### src/rtl/als_seq_if.sv
// Request/response bus of the ALU/shift sequencer: operands in with start,
// result and status flags out with the done pulse.
`timescale 1ns/1ps
interface als_seq_if;
  logic        start;
  logic [5:0]  instr_funct;
  logic [4:0]  shamt;
  logic [31:0] rs_val;
  logic [31:0] rt_val;
  logic        busy;
  logic        done;
  logic [31:0] result;
  logic        ovf;
  logic        illegal;

  // start is a request pulse, honoured only while busy is low; the same-cycle
  // operands are captured. done marks the single cycle in which result, ovf
  // and illegal first show the new values; they hold until the next done.
  modport master (
    output start, instr_funct, shamt, rs_val, rt_val,
    input  busy, done, result, ovf, illegal
  );
  modport slave (
    input  start, instr_funct, shamt, rs_val, rt_val,
    output busy, done, result, ovf, illegal
  );
endinterface

### src/rtl/als_seq.sv
// Sequencer for MIPS R-type ALU and shift instructions: decodes funct, drives
// an external combinational ALU or a clocked shift register, and registers the result.
`timescale 1ns/1ps
module als_seq (
  input  logic        Clk,
  input  logic        reset,
  als_seq_if.slave    bus,
  output logic        operation,
  output logic [2:0]  ALU_sel,
  output logic [31:0] oper_A,
  output logic [31:0] oper_B,
  input  logic [31:0] ALU_result,
  input  logic        overflow,
  input  logic        lesser,
  output logic [2:0]  sh_funct,
  output logic [4:0]  NumberofShifts,
  output logic [31:0] Array,
  input  logic [31:0] Shifted_Array,
  output logic [2:0]  state_dbg
);

  typedef enum logic [2:0] {
    S_IDLE    = 3'd0,
    S_ALU_EX  = 3'd1,
    S_SH_LOAD = 3'd2,
    S_SH_RUN  = 3'd3,
    S_SH_CAP  = 3'd4,
    S_DONE    = 3'd5
  } state_e;

  typedef struct packed {
    logic       legal;
    logic       is_shift;
    logic       var_amt;
    logic       ovf_en;
    logic       is_slt;
    logic [2:0] code;
  } dec_t;

  function automatic dec_t decode(input logic [5:0] f);
    dec_t d;
    d       = '0;
    d.legal = 1'b1;
    case (f)
      6'h20: begin d.code = 3'b001; d.ovf_en = 1'b1; end
      6'h21: d.code = 3'b001;
      6'h22: begin d.code = 3'b010; d.ovf_en = 1'b1; end
      6'h23: d.code = 3'b010;
      6'h24: d.code = 3'b011;
      6'h26: d.code = 3'b110;
      6'h2A: begin d.code = 3'b111; d.is_slt = 1'b1; end
      6'h00: begin d.code = 3'b010; d.is_shift = 1'b1; end
      6'h02: begin d.code = 3'b011; d.is_shift = 1'b1; end
      6'h03: begin d.code = 3'b100; d.is_shift = 1'b1; end
      6'h04: begin d.code = 3'b010; d.is_shift = 1'b1; d.var_amt = 1'b1; end
      6'h06: begin d.code = 3'b011; d.is_shift = 1'b1; d.var_amt = 1'b1; end
      6'h07: begin d.code = 3'b100; d.is_shift = 1'b1; d.var_amt = 1'b1; end
      default: d.legal = 1'b0;
    endcase
    return d;
  endfunction

  state_e      state, state_nxt;
  logic [5:0]  funct_q;
  logic [31:0] rs_q, rt_q, result_q;
  logic [4:0]  amt_q;
  logic        ovf_q, ill_q;
  dec_t        in_dec, q_dec;

  assign in_dec = decode(bus.instr_funct);
  assign q_dec  = decode(funct_q);

  always_ff @(posedge Clk) begin
    if (reset) begin
      state    <= S_IDLE;
      funct_q  <= 6'h0;
      rs_q     <= 32'h0;
      rt_q     <= 32'h0;
      amt_q    <= 5'h0;
      result_q <= 32'h0;
      ovf_q    <= 1'b0;
      ill_q    <= 1'b0;
    end else begin
      state <= state_nxt;
      case (state)
        S_IDLE: begin
          if (bus.start) begin
            funct_q <= bus.instr_funct;
            rs_q    <= bus.rs_val;
            rt_q    <= bus.rt_val;
            amt_q   <= in_dec.var_amt ? bus.rs_val[4:0] : bus.shamt;
            // Illegal requests skip execution, so their status lands now.
            if (!in_dec.legal) begin
              result_q <= 32'h0;
              ovf_q    <= 1'b0;
              ill_q    <= 1'b1;
            end
          end
        end
        S_ALU_EX: begin
          result_q <= q_dec.is_slt ? {31'b0, lesser} : ALU_result;
          ovf_q    <= q_dec.ovf_en & overflow;
          ill_q    <= 1'b0;
        end
        S_SH_CAP: begin
          result_q <= Shifted_Array;
          ovf_q    <= 1'b0;
          ill_q    <= 1'b0;
        end
        default: ;
      endcase
    end
  end

  always_comb begin
    state_nxt = state;
    operation = 1'b0;
    ALU_sel   = 3'b000;
    sh_funct  = 3'b000;
    case (state)
      S_IDLE: begin
        if (bus.start) begin
          if (!in_dec.legal)       state_nxt = S_DONE;
          else if (in_dec.is_shift) state_nxt = S_SH_LOAD;
          else                      state_nxt = S_ALU_EX;
        end
      end
      S_ALU_EX: begin
        ALU_sel   = q_dec.code;
        state_nxt = S_DONE;
      end
      S_SH_LOAD: begin
        operation = 1'b1;
        sh_funct  = 3'b001;
        state_nxt = S_SH_RUN;
      end
      S_SH_RUN: begin
        operation = 1'b1;
        sh_funct  = q_dec.code;
        state_nxt = S_SH_CAP;
      end
      S_SH_CAP: begin
        operation = 1'b1;
        state_nxt = S_DONE;
      end
      S_DONE:  state_nxt = S_IDLE;
      default: state_nxt = S_IDLE;
    endcase
  end

  assign bus.busy       = (state != S_IDLE);
  assign bus.done       = (state == S_DONE);
  assign bus.result     = result_q;
  assign bus.ovf        = ovf_q;
  assign bus.illegal    = ill_q;
  assign oper_A         = rs_q;
  assign oper_B         = rt_q;
  assign Array          = rt_q;
  assign NumberofShifts = amt_q;
  assign state_dbg      = state;

endmodule

### src/flat_wrapper.sv
// flat-port wrapper written by rule: the top's interface ports become plain ports
module als_seq_flat 
  (Clk, reset, operation, ALU_sel, oper_A, oper_B, ALU_result, overflow, lesser, sh_funct, NumberofShifts, Array, Shifted_Array, state_dbg, bus_start, bus_instr_funct, bus_shamt, bus_rs_val, bus_rt_val, bus_busy, bus_done, bus_result, bus_ovf, bus_illegal);
  als_seq_if bus_i ();
  input  logic Clk;
  input  logic reset;
  output logic operation;
  output logic [2:0] ALU_sel;
  output logic [31:0] oper_A;
  output logic [31:0] oper_B;
  input  logic [31:0] ALU_result;
  input  logic overflow;
  input  logic lesser;
  output logic [2:0] sh_funct;
  output logic [4:0] NumberofShifts;
  output logic [31:0] Array;
  input  logic [31:0] Shifted_Array;
  output logic [2:0] state_dbg;
  input wire logic [$bits(bus_i.start)-1:0] bus_start;
  input wire logic [$bits(bus_i.instr_funct)-1:0] bus_instr_funct;
  input wire logic [$bits(bus_i.shamt)-1:0] bus_shamt;
  input wire logic [$bits(bus_i.rs_val)-1:0] bus_rs_val;
  input wire logic [$bits(bus_i.rt_val)-1:0] bus_rt_val;
  output wire logic [$bits(bus_i.busy)-1:0] bus_busy;
  output wire logic [$bits(bus_i.done)-1:0] bus_done;
  output wire logic [$bits(bus_i.result)-1:0] bus_result;
  output wire logic [$bits(bus_i.ovf)-1:0] bus_ovf;
  output wire logic [$bits(bus_i.illegal)-1:0] bus_illegal;
  assign bus_i.start = bus_start;
  assign bus_i.instr_funct = bus_instr_funct;
  assign bus_i.shamt = bus_shamt;
  assign bus_i.rs_val = bus_rs_val;
  assign bus_i.rt_val = bus_rt_val;
  assign bus_busy = bus_i.busy;
  assign bus_done = bus_i.done;
  assign bus_result = bus_i.result;
  assign bus_ovf = bus_i.ovf;
  assign bus_illegal = bus_i.illegal;
  als_seq u_core (.Clk(Clk), .reset(reset), .bus(bus_i), .operation(operation), .ALU_sel(ALU_sel), .oper_A(oper_A), .oper_B(oper_B), .ALU_result(ALU_result), .overflow(overflow), .lesser(lesser), .sh_funct(sh_funct), .NumberofShifts(NumberofShifts), .Array(Array), .Shifted_Array(Shifted_Array), .state_dbg(state_dbg));
endmodule
### config.mk
export PLATFORM = sky130hd
export DESIGN_NAME = als_seq_flat
export DESIGN_NICKNAME = d
export VERILOG_FILES = /design/src/rtl/als_seq_if.sv /design/src/rtl/als_seq.sv /design/src/flat_wrapper.sv
export SDC_FILE = /design/constraint.sdc
export NUM_CORES = 1
export LEC_CHECK = 0
export CAP_MARGIN = 20
export CORE_MARGIN = 1
export CORE_UTILIZATION = 38
export DETAILED_ROUTE_END_ITERATION = 10
export PLACE_DENSITY = 0.81
export SETUP_SLACK_MARGIN = 0.02
export SYNTH_ARGS = -nofsm -noshare
export SYNTH_HDL_FRONTEND = slang
export SYNTH_SLANG_ARGS = --single-unit
### constraint.sdc
create_clock -name Clk -period 2.54 [get_ports Clk]
set_input_delay 0.635 -clock Clk [delete_from_list [all_inputs] [get_ports Clk]]
set_output_delay 0.635 -clock Clk [all_outputs]
set_load 0.01 [all_outputs]
==> results <==
- The worst flop-to-flop path endpoint is u_core.state_dbg[2].
- The instance count along the most critical hold path is 2.
- Power spread over the standard cell area amounts to 565 nW/um^2.
- The floorplan step set the die height to 116 um.
- Setup repair after global routing left no endpoint under its margin.
- The largest single stage delay on the critical path is 0.50 ns.
- The final-report hold violation count is 0.
- In the synthesized netlist the async set-or-reset flop fraction comes to 0%.
- Traced cell by cell, the critical path runs through buf_4 -> nor3b_2 -> or2_2 -> clkdlybuf4s50_1.
- The number of pins with negative max-slew slack in the final report is 0.
- On the final layout, the worst clock skew is 0.00550 ns.
- The leakage power summed over all cells is 0.00280 uW.
- VDD sags by at most 313 uV.
- Clock-pin slew was measured on the worst setup and hold paths at 0.07 ns.
- Static timing analysis puts the maximum clock frequency at 416 MHz.
- In this run the number of cells on the critical path is 4.
- The H-tree generated during clock tree synthesis spans 3 levels.
- The predominant post-synthesis flop cell is dfxtp_1.
- The placeable core region is 12700 sq um.
- The path class of the tightest hold or removal check is reg -> reg.
- Cells fill 63.5% of the core in the end.
- TritonCTS built the clock tree.
- The wire length per cell after detailed routing is 16.9 um.
- The final weighted congestion in routability-driven placement is 0.916.
- The netlist uses 39 different library cells.
- The kind of cell with the highest combined delay along the critical path is buffers and inverters.
- After detailed routing, the number of remaining DRC violations is 0.
- The number of buffers and inverters on the critical path is 2.
- The first-pass GRT wire length is 25600 um.
- The count of state elements after synthesis is 112.
- The overall fraction of global-route tracks in use is 24.7%.
- Across the whole layout, storage elements account for 2250 sq um.
- The HPWL after detailed placement is 12700 um.
- The area enclosed by the die boundary is 13500 sq um.
- The wire length reported by the detailed router is 17100 um.
- STA classifies the critical path endpoint as an output pin.
- In the final layout, the share of cells above drive strength 1 is 5.38%.
- The worst hold slack is 0.458 ns.
- The pre-antenna-repair detailed-routing pass consisted of 4 iterations.
- The via count of the first global-routing pass came to 4948.
- The clock period minus final worst setup slack is 2.41 ns.
- In this run the worst path has a maximum fanout of 8.
- The total clock sinks is 112.
- The number of cells on the worst reg-to-reg path is 6.
- The horizontal die dimension is 116 um.
- The slowest stage of the critical path is the clkdlybuf4s50_1 cell.
- The initialized floorplan defines 41 standard-cell rows.
- The slew at the pin with the worst max-slew slack is 0.565 ns.
- The number of nets produced by synthesis is 742.
- The start point of the worst min-delay path is u_core.oper_A[0].
- The post-synthesis to final-layout area growth is 62.4%.
- The number of antenna diodes in the final layout is 0.
- The number of buffers inserted to repair setup after CTS is 0.
- The design draws 4540 uW.
- The cell area that synthesis handed to floorplanning was 4950 sq um.
- After detailed routing, the number of vias per cell comes to 5.25.
- Global routing finished with a remaining overflow of 0.
- STA classifies the critical path startpoint as a register.
- The number of setup violations in the final report is 0.
- CTS placed an instance of clkbuf_16 at the clock tree root.
- The multi-input combinational cells in the finished layout cover a total of 2230 sq um.
- The headroom to the max-slew limit is 62.4%.
- Of the available clock period, the critical path in the final layout requires 94.7%.
- The synthesized design contains 0 enable-type register cells.
- The initial cell density of the core is 39.1%.
- The data arrival time of the critical path is 1.77 ns.
- The run finished with clean final reports.
- Entering global routing, the biggest net connects 56 pins.
- Each instance of the synthesized netlist takes up on average 8.28 sq um.
- In this run, the number of DRC markers left after iteration 0 of detailed routing was 359.
- The number of nets still failing antenna checks after routing is 0.
- The final route contains 5296 vias.
- The worst-case setup margin in the final layout is 0.134 ns.
- The clock insertion delay at the later pin of the skew report is 0.34 ns.
- The boundary pin count is 291.
- The total of warnings raised by yosys is 0.
- Counting the fill cells in the layout gives 1062.
- The required time reported for the critical path endpoint is 1.90 ns.
- The startpoint of the most critical register-to-register path is u_core.state_dbg[2].
- In the final timing run, aggregate negative setup slack is 0 ns.
- The share of synthesized area occupied by flip-flops and latches is 45.3%.
- Input and output buffers added on the ports amount to 290.
- In this run the register-to-register setup slack is 0.66 ns.
- The path with the worst hold slack has its endpoint at u_core.oper_A[0].
- The number of buffers between clock root and the deepest sink is 2.
- The number of max-cap violations is 0.
- The number of nets in the layout is 976.
- The gate count of the mapped netlist is 598.
- The kind of critical path is reg -> out.
- The number of antenna violations at the first check in global routing is 0.
- OpenSTA, run right after detailed placement, puts the worst setup slack at 0.114 ns.
- TritonCTS created 9 clock buffers.
cells in the final DEF, fill, tap and decap left out, types with 6 or more instances in the layout:
cell type          n
clkdlybuf4s50_1  283
nand2_1          146
dfxtp_1          109
a21oi_1          108
o41ai_1           31
a32oi_1           31
buf_4             17
nand2b_1          10
nor2_1            10
clkbuf_16          9
nor3_1             6
a211oi_1           6
flip-flops by register name, summed over array words and instances, names as in the netlist:
register	cells
u_core.Array	32
u_core.bus.result	32
u_core.oper_A	32
u_core.funct_q	6
u_core.NumberofShifts	5
u_core.state_dbg	3
u_core.bus.illegal	1
u_core.bus.ovf	1
tightest hold or removal path, cell delays in order (launching register included):
cell,delay (ns)
dfxtp_1,0.31
nand2_1,0.05
a21oi_1,0.05
layout make-up:
class / count / share of cell area, %
clock buffer: 14 / 3.03
clock inverter: 1 / 0.0622
inverter: 2 / 0.0934
multi-input combinational: 397 / 27.8
sequential: 112 / 27.9
tap: 172 / 2.68
timing repair buffer: 310 / 38.4
through the flow:
| step | instances | instance area [sq um] |
|---|---|---|
| 2_1_floorplan | 598 | 4950 |
| 3_3_place_gp | 993 | 7790 |
| 3_5_place_dp | 993 | 7790 |
| 4_1_cts | 1008 | 8040 |
| 5_1_grt | 1008 | 8040 |
| 6_report | 1008 | 8040 |
layer usage:
| layer | track usage (%) | up-vias | routed length, um |
|---|---|---|---|
| li1 | - | 2558 | - |
| met2 | 43.0 | 198 | 8650 |
| met5 | 0 | - | 0 |
| met4 | 13.3 | 0 | 506 |
| met3 | 5.55 | 32 | 1140 |
| met1 | 28.1 | 2508 | 6780 |
cells by family (layout without fill, tap and decap cells):
kind of cell / count (synthesis) / after routing / share of synthesized area, %
simple gates: 201 / 201 / 17.7
compound gates: 190 / 190 / 25.7
flops: 112 / 112 / 45.3
buf+inv: 89 / 327 / 10.1
mux: 5 / 5 / 1.01
xor+xnor: 1 / 1 / 0.177
where the power goes:
| part | total (uW) | switching, uW | internal (uW) |
|---|---|---|---|
| sequential | 2000 | 95.9 | 1910 |
| combinational | 1280 | 587 | 697 |
| clock | 1260 | 596 | 661 |
| total | 4540 | 1280 | 3260 |
cell usage after synthesis (all sizes together), types with 2 or more instances:
| master | count | share of area [%] |
|---|---|---|
| a32oi | 31 | 5.5 |
| o21ai | 3 | 0.30 |
| o41ai | 31 | 5.5 |
| nand2 | 147 | 11 |
| o32ai | 2 | 0.35 |
| nor2b | 5 | 0.63 |
| a211o | 2 | 0.35 |
| a21boi | 2 | 0.30 |
| nor2 | 11 | 0.83 |
| a211oi | 6 | 0.91 |
| nand3b | 3 | 0.45 |
| mux2i | 5 | 1.0 |
| and2 | 3 | 0.38 |
| nor3 | 6 | 0.61 |
| buf | 49 | 7.1 |
| inv | 2 | 0.15 |
| nand4b | 2 | 0.35 |
| a21oi | 108 | 11 |
| nand2b | 10 | 1.3 |
| nor3b | 4 | 0.61 |
| a2111oi | 2 | 1.1 |
| and4b | 2 | 0.40 |
| clkbuf | 38 | 2.9 |
| dfxtp | 112 | 45 |
| or2 | 2 | 0.25 |
worst max-delay path by stage:
| stage | from | end | slack, ns |
|---|---|---|---|
| 6_report | u_core.state_dbg[2] | operation | 0.13 |
| 5_1_grt | u_core.funct_q[3] | sh_funct[2] | 0.03 |
| 4_1_cts | u_core.funct_q[2] | sh_funct[0] | 0.09 |
| 3_5_place_dp | bus_instr_funct[5] | u_core.state_dbg[2] | 0.11 |
| 3_3_place_gp | bus_instr_funct[5] | u_core.state_dbg[2] | 0.19 |
| 2_1_floorplan | u_core.state_dbg[2] | ALU_sel[1] | 0.46 |
what timing repair did:
item / CTS / global route
gates resized for setup: 11 / 3
hold buffers: 0 / 0
cloned: 0 / 0
setup endpoints to repair: 6 / 1
Power figures use the tool's default switching activity.
